$ cat config.mk
export PLATFORM = sky130hd
export DESIGN_NAME = multi_region_mem_ctrl
export DESIGN_NICKNAME = d
export VERILOG_FILES = /design/src/rtl/mem_ctrl_pkg.sv /design/src/rtl/region_decoder.sv /design/src/rtl/multi_region_mem_ctrl.sv
export SDC_FILE = /design/constraint.sdc
export NUM_CORES = 1
export LEC_CHECK = 0
export BUFFER_PORTS_ARGS = -buffer_cell sky130_fd_sc_hd__buf_2
export CELL_PAD_IN_SITES_DETAIL_PLACEMENT = 0
export CELL_PAD_IN_SITES_GLOBAL_PLACEMENT = 1
export CORE_ASPECT_RATIO = 0.8
export CORE_UTILIZATION = 29
export DETAILED_ROUTE_END_ITERATION = 16
export PLACE_DENSITY = 0.78
export SLEW_MARGIN = 20
export SYNTH_ARGS = -nofsm -noshare
export SYNTH_HDL_FRONTEND = slang
export SYNTH_SLANG_ARGS = --single-unit
$ cat constraint.sdc
create_clock -name clk -period 4.8 [get_ports clk]
set_clock_uncertainty 0.1 [all_clocks]
set_input_delay 0.96 -clock clk [delete_from_list [all_inputs] [get_ports clk]]
set_output_delay 0.96 -clock clk [all_outputs]
set_load 0.05 [all_outputs]
$ cat src/rtl/mem_ctrl_pkg.sv
// Purpose: shared FSM encoding and default region tables for multi_region_mem_ctrl.
// Latency: n/a (types and constants only).
// Backpressure: n/a.
//
// Region tables are packed with region 0 in the least-significant slice.
package mem_ctrl_pkg;

    typedef enum logic [2:0] {
        IDLE    = 3'd0,
        ACCESS  = 3'd1,
        CAPTURE = 3'd2,
        RESP    = 3'd3,
        ERR     = 3'd4
    } state_t;

    localparam int WAIT_W = 4;

    // Default map: four 64 KiB windows.
    localparam logic [4*32-1:0] DEF_REG_BASE = {32'h4000_0000, 32'h2000_0000,
                                                32'h1000_0000, 32'h0000_0000};
    localparam logic [4*32-1:0] DEF_REG_MASK = {4{32'hFFFF_0000}};
    localparam logic [4*WAIT_W-1:0] DEF_REG_WAIT = {4'd2, 4'd4, 4'd1, 4'd0};
    localparam int DEF_TIMEOUT = 255;

endpackage

$ cat src/rtl/region_decoder.sv
// Purpose: match an address against NREG base/mask windows and extract the region offset.
// Latency: purely combinational, 0 cycles.
// Backpressure: none; output follows the input address.
//
// Ports:
//   i_addr   - address to decode
//   o_hit    - one bit per region whose window contains i_addr
//   o_multi  - more than one region matched (overlapping map)
//   o_offset - i_addr with the matching region's mask bits cleared
module region_decoder #(
    parameter int                     NREG     = 4,
    parameter int                     ADDR_W   = 32,
    parameter logic [NREG*ADDR_W-1:0] REG_BASE = '0,
    parameter logic [NREG*ADDR_W-1:0] REG_MASK = '0
) (
    input  logic [ADDR_W-1:0] i_addr,
    output logic [NREG-1:0]   o_hit,
    output logic              o_multi,
    output logic [ADDR_W-1:0] o_offset
);

    always_comb begin
        o_hit    = '0;
        o_offset = '0;
        for (int k = 0; k < NREG; k++) begin
            if ((i_addr & REG_MASK[k*ADDR_W +: ADDR_W]) == REG_BASE[k*ADDR_W +: ADDR_W]) begin
                o_hit[k] = 1'b1;
                // On a multi-hit the offset is meaningless; the caller errors out.
                o_offset = o_offset | (i_addr & ~REG_MASK[k*ADDR_W +: ADDR_W]);
            end
        end
    end

    assign o_multi = ($countones(o_hit) > 1);

endmodule

$ cat src/rtl/multi_region_mem_ctrl.sv
// Purpose: single-outstanding CPU-to-memory bridge routing each access to one of NREG regions.
// Latency: accept to cpu_rvalid = REG_WAIT[k] + busy cycles + 3; decode error = 1 cycle.
// Backpressure: cpu_ready only in IDLE; region busy extends ACCESS, capped at TIMEOUT cycles.
//
// Ports:
//   clk, rst                         - clock, synchronous active-low reset
//   cpu_req/we/addr/wdata/be         - request, sampled when cpu_req & cpu_ready
//   cpu_ready/rvalid/rdata/error     - accept, completion pulse, read data, error flag
//   mem_sel/strobe/we/addr/wdata/be  - region select (one-hot), commit pulse, access fields
//   mem_rdata, mem_busy              - per-region read data and busy
module multi_region_mem_ctrl
    import mem_ctrl_pkg::*;
#(
    parameter int                       DATA_W   = 32,
    parameter int                       ADDR_W   = 32,
    parameter int                       NREG     = 4,
    parameter logic [NREG*ADDR_W-1:0]   REG_BASE = DEF_REG_BASE,
    parameter logic [NREG*ADDR_W-1:0]   REG_MASK = DEF_REG_MASK,
    parameter logic [NREG*WAIT_W-1:0]   REG_WAIT = DEF_REG_WAIT,
    parameter int                       TIMEOUT  = DEF_TIMEOUT
) (
    input  logic                     clk,
    input  logic                     rst,

    input  logic                     cpu_req,
    input  logic                     cpu_we,
    input  logic [ADDR_W-1:0]        cpu_addr,
    input  logic [DATA_W-1:0]        cpu_wdata,
    input  logic [DATA_W/8-1:0]      cpu_be,
    output logic                     cpu_ready,
    output logic                     cpu_rvalid,
    output logic [DATA_W-1:0]        cpu_rdata,
    output logic                     cpu_error,

    output logic [NREG-1:0]          mem_sel,
    output logic                     mem_strobe,
    output logic                     mem_we,
    output logic [ADDR_W-1:0]        mem_addr,
    output logic [DATA_W-1:0]        mem_wdata,
    output logic [DATA_W/8-1:0]      mem_be,
    input  logic [NREG*DATA_W-1:0]   mem_rdata,
    input  logic [NREG-1:0]          mem_busy
);

    localparam int BE_W   = DATA_W / 8;
    localparam int BCNT_W = $clog2(TIMEOUT + 1);

    state_t              r_state;
    state_t              w_next;

    logic [NREG-1:0]     r_sel;
    logic                r_we;
    logic [ADDR_W-1:0]   r_addr;
    logic [DATA_W-1:0]   r_wdata;
    logic [BE_W-1:0]     r_be;
    logic [WAIT_W-1:0]   r_wait;
    logic [BCNT_W-1:0]   r_bcnt;
    logic [DATA_W-1:0]   r_rdata;

    logic [NREG-1:0]     w_hit;
    logic                w_multi;
    logic [ADDR_W-1:0]   w_offset;
    logic                w_misalign;
    logic                w_dec_ok;
    logic [WAIT_W-1:0]   w_wait_ld;
    logic                w_busy;
    logic                w_wait_zero;
    logic                w_timeout;
    logic [DATA_W-1:0]   w_rdata_sel;
    logic                w_ready;
    logic                w_strobe;
    logic                w_rvalid;
    logic                w_error;

    // The request fields are registered at the accept edge, and the IDLE
    // branch decision is taken at that same edge, so the decoder looks at the
    // incoming address. What it sees is exactly the value being latched.
    region_decoder #(
        .NREG     (NREG),
        .ADDR_W   (ADDR_W),
        .REG_BASE (REG_BASE),
        .REG_MASK (REG_MASK)
    ) u_dec (
        .i_addr   (cpu_addr),
        .o_hit    (w_hit),
        .o_multi  (w_multi),
        .o_offset (w_offset)
    );

    assign w_misalign = |(cpu_addr & ADDR_W'(BE_W - 1));
    assign w_dec_ok   = (|w_hit) && !w_multi && !w_misalign;

    always_comb begin
        w_wait_ld = '0;
        for (int k = 0; k < NREG; k++) begin
            if (w_hit[k]) w_wait_ld = w_wait_ld | REG_WAIT[k*WAIT_W +: WAIT_W];
        end
    end

    always_comb begin
        w_rdata_sel = '0;
        for (int k = 0; k < NREG; k++) begin
            if (r_sel[k]) w_rdata_sel = w_rdata_sel | mem_rdata[k*DATA_W +: DATA_W];
        end
    end

    assign w_busy      = |(mem_busy & r_sel);
    assign w_wait_zero = (r_wait == '0);
    // Fires on the busy cycle that would make the count reach TIMEOUT.
    assign w_timeout   = w_busy && (r_bcnt == BCNT_W'(TIMEOUT - 1));

    always_ff @(posedge clk) begin
        if (!rst) r_state <= IDLE;
        else      r_state <= w_next;
    end

    always_comb begin
        w_next   = r_state;
        w_ready  = 1'b0;
        w_strobe = 1'b0;
        w_rvalid = 1'b0;
        w_error  = 1'b0;
        case (r_state)
            IDLE: begin
                w_ready = 1'b1;
                if (cpu_req) w_next = w_dec_ok ? ACCESS : ERR;
            end
            ACCESS: begin
                if (w_wait_zero && !w_busy) begin
                    w_strobe = 1'b1;
                    w_next   = CAPTURE;
                end else if (w_wait_zero && w_timeout) begin
                    w_next = ERR;
                end
            end
            CAPTURE: w_next = RESP;
            RESP: begin
                w_rvalid = 1'b1;
                w_next   = IDLE;
            end
            ERR: begin
                w_rvalid = 1'b1;
                w_error  = 1'b1;
                w_next   = IDLE;
            end
            default: w_next = IDLE;
        endcase
        // Reset aborts in flight: no commit or completion may escape during
        // the reset cycle itself.
        if (!rst) begin
            w_next   = IDLE;
            w_ready  = 1'b0;
            w_strobe = 1'b0;
            w_rvalid = 1'b0;
            w_error  = 1'b0;
        end
    end

    always_ff @(posedge clk) begin
        if (!rst) begin
            r_sel   <= '0;
            r_we    <= 1'b0;
            r_addr  <= '0;
            r_wdata <= '0;
            r_be    <= '0;
            r_wait  <= '0;
            r_bcnt  <= '0;
            r_rdata <= '0;
        end else begin
            case (r_state)
                IDLE: begin
                    if (cpu_req) begin
                        r_we    <= cpu_we;
                        r_addr  <= w_offset;
                        r_wdata <= cpu_wdata;
                        r_be    <= cpu_be;
                        r_sel   <= w_dec_ok ? w_hit : '0;
                        r_wait  <= w_wait_ld;
                        r_bcnt  <= '0;
                    end
                end
                ACCESS: begin
                    if (!w_wait_zero)  r_wait <= r_wait - 1'b1;
                    else if (w_busy)   r_bcnt <= r_bcnt + 1'b1;
                end
                CAPTURE: begin
                    if (!r_we) r_rdata <= w_rdata_sel;
                end
                default: ;
            endcase
        end
    end

    assign cpu_ready  = w_ready;
    assign cpu_rvalid = w_rvalid;
    assign cpu_error  = w_error;
    assign cpu_rdata  = r_rdata;

    assign mem_sel    = ((r_state == ACCESS) || (r_state == CAPTURE)) ? r_sel : '0;
    assign mem_strobe = w_strobe;
    assign mem_we     = r_we;
    assign mem_addr   = r_addr;
    assign mem_wdata  = r_wdata;
    assign mem_be     = r_be;

endmodule
==> impl_metrics.env <==
export IMPL_tritoncts="yes"
export IMPL_antenna_found_initial=0
export IMPL_fin_util_pct=40.8
export IMPL_syn_avg_cell_area_sq_um=8.62
export IMPL_grt_ovfl_total=0
export IMPL_wl_per_cell_um=15.4
export IMPL_synth_flop_cell="dfxtp_1"
export IMPL_cts_sinks=104
export IMPL_place_congestion=0.772
export IMPL_multi_input_area_sq_um=2540
export IMPL_crit_chain="buf_2 > nor4_1 > nand4_1 > inv_1 > ha_1 > and2_1 > fa_1 > nor4_1 > nand2_1 > or4_1 > a21boi_1"
export IMPL_clk_path_buf_depth=2
export IMPL_post_cts_resized=0
export IMPL_drt_total_wl_um=16300
export IMPL_fmax_mhz=246
export IMPL_dieArea_sq_um=17500
export IMPL_ir_worst_vdd_mv=0.136
export IMPL_rsz0062_at_grt="no"
export IMPL_final_area_sq_um=6770
export IMPL_synth_cell_types=50
export IMPL_tns_ns=0
export IMPL_reg2regPathDepth=4
export IMPL_min_from="mem_wdata[6]"
export IMPL_grt_pass1_vias=4832
export IMPL_fin_crit_sh_pct=84.8
export IMPL_cp_arrival_ns=4.25
export IMPL_crit_path_top_delay_cell="nor4_1"
export IMPL_syn_to_final_growth_pct=37.3
export IMPL_cp_max_fo=5
export IMPL_die_w_um=148
export IMPL_n_fill_cell=1746
export IMPL_clock_latency_ns=0.35
export IMPL_vias_per_cell=4.88
export IMPL_finalSetupViolCount=0
export IMPL_htreeDepth=3
export IMPL_rows=42
export IMPL_slowest_delay_ns=0.66
export IMPL_worstMarginPinSlew_ns=1.02
export IMPL_cap_violations=0
export IMPL_start_kind="input port"
export IMPL_timing_hold_ws_ns=0.363
export IMPL_boundaryPins=313
export IMPL_hold_path_class="reg -> reg"
export IMPL_synthCells=572
export IMPL_dpl_hpwl_um=11900
export IMPL_cts_hold_fix_buffers=0
export IMPL_ant_nets=0
export IMPL_holdPathEnd="mem_wdata[6]"
export IMPL_total_leakage_power_nw=3.09
export IMPL_relSlewSlack_pct=32.0
export IMPL_reg2reg_setup_slack_ns=2.13
export IMPL_period_needed_ns=4.07
export IMPL_cts_root_buf="clkbuf_16"
export IMPL_synth_yosys_seq_area_share_pct=42.2
export IMPL_regToRegStartpoint="r_state[2]"
export IMPL_required_ns=4.98
export IMPL_cts_buffers=9
export IMPL_cp_common_cell="nor4_1"
export IMPL_synth_seq_cells=104
export IMPL_slew_violations=0
export IMPL_r2r_end="r_sel[0]"
export IMPL_critical_path_startpoint="cpu_addr[31]"
export IMPL_io_buffers=296
export IMPL_path_class="in -> reg"
export IMPL_global_route_usage_total_pct=18.3
export IMPL_ys_async_sr_fraction_pct=0
export IMPL_grt_pass1_wl_um=25200
export IMPL_layout_nets=1048
export IMPL_n_antenna_cell=0
export IMPL_min_path_cells=2
export IMPL_clk_pin_slew_ns=0.07
export IMPL_core_area_sq_um=16600
export IMPL_regArea_sq_um=2080
export IMPL_powerDensity_nw_per_um2=283
export IMPL_synth_edf_count=0
export IMPL_layout_common_cells="buf_2, dfxtp_1, nand2_1"
export IMPL_drive_above_1_share_pct=38.8
export IMPL_post_cts_buffers=0
export IMPL_synthesis_area_sq_um=4930
export IMPL_die_h_um=119
export IMPL_drc_errors=0
export IMPL_final_common_cell="buf_2"
export IMPL_grt_max_degree=65
export IMPL_status="complete, no violations"
export IMPL_drt_first_pass_iters=5
export IMPL_cp_end_kind="register"
export IMPL_drt_initial_drc_count=281
export IMPL_placed_cell_area_sq_um=6480
export IMPL_ys_warn_count=0
export IMPL_start_util_pct=29.7
export IMPL_hold_viol=0
export IMPL_vias=5173
final cells by class:
class	instances	share of cell area [%]
Inverter	9	0.499
Sequential cell	104	30.8
Timing Repair Buffer	305	22.9
Clock buffer	10	3.38
Multi-Input combinational cell	407	37.5
Clock inverter	6	0.887
Tap cell	220	4.07
how the worst max path moves through the flow:
stage               slack, ns  endpoint
CTS                      0.77  r_sel[0]
global route             0.38  r_sel[0]
detailed placement       0.42  r_sel[0]
finish                   0.73  r_sel[0]
global placement         0.53  r_sel[0]
floorplan                1.03  r_sel[0]
state kept, by name (all words and copies together), names as in the netlist:
register	cells
cpu_rdata	32
mem_addr	16
mem_be	4
mem_wdata	32
mem_we	1
r_bcnt	8
r_sel	4
r_state	3
r_wait	4
per-stage QoR:
step                      cells  power [mW]  worst slack [ns]
after floorplan             587        1.10              1.03
after global placement     1045        1.21             0.534
after detailed placement   1045        1.22             0.420
after CTS                  1061        1.95             0.769
after global routing       1061        2.01             0.378
final                      1061        1.91             0.730
worst max-delay path: cells and delay by family:
kind	cells	cell delay, ns
fa+ha+maj	2	0.66
buf+inv	2	0.22
simple gates	6	2.28
compound gates	1	0.14
synthesized netlist by cell type, types with 5 or more instances:
| cell type | number | area share (%) |
|---|---|---|
| nand4_1 | 7 | 0.89 |
| nand3_1 | 5 | 0.51 |
| a21oi_1 | 8 | 0.81 |
| a21boi_0 | 37 | 5.6 |
| nand2b_1 | 5 | 0.63 |
| inv_1 | 9 | 0.69 |
| ha_1 | 7 | 1.8 |
| clkbuf_1 | 39 | 3.0 |
| o2111ai_1 | 5 | 0.89 |
| buf_4 | 17 | 2.6 |
| nor2_1 | 9 | 0.69 |
| nand2_1 | 92 | 7.0 |
| nor4_1 | 5 | 0.63 |
| buf_2 | 9 | 0.91 |
| a31oi_1 | 33 | 4.2 |
| a22o_1 | 17 | 3.0 |
| o21ai_0 | 37 | 3.8 |
| and2_1 | 10 | 1.3 |
| a22oi_1 | 66 | 10 |
| dfxtp_1 | 104 | 42 |
power breakdown:
| group | internal [mW] | switching, mW | total (mW) |
|---|---|---|---|
| Sequential | 0.884 | 0.0128 | 0.896 |
| Clock | 0.367 | 0.354 | 0.721 |
| Combinational | 0.100 | 0.196 | 0.296 |
metal layers:
| layer | vias to the layer above | global-route usage [%] | share of wire [%] |
|---|---|---|---|
| li1 | 2609 | - | - |
| met1 | 2348 | 23.5 | 45 |
| met2 | 203 | 30.4 | 47 |
| met3 | 13 | 4.40 | 7.4 |
| met4 | 0 | 5.03 | 1.1 |
| met5 | - | 0 | 0 |
cells by family after synthesis:
group | Yosys count | synth area share, %
other | 1 | 0.0761
AO/OA/AOI/OAI | 222 | 32.0
multiplexers | 2 | 0.432
AND/OR/NAND/NOR | 159 | 15.5
buffers and inverters | 76 | 7.62
adder cells (fa/ha/maj) | 8 | 2.18
flip-flops | 104 | 42.2
(Power assumes the default switching activity.)
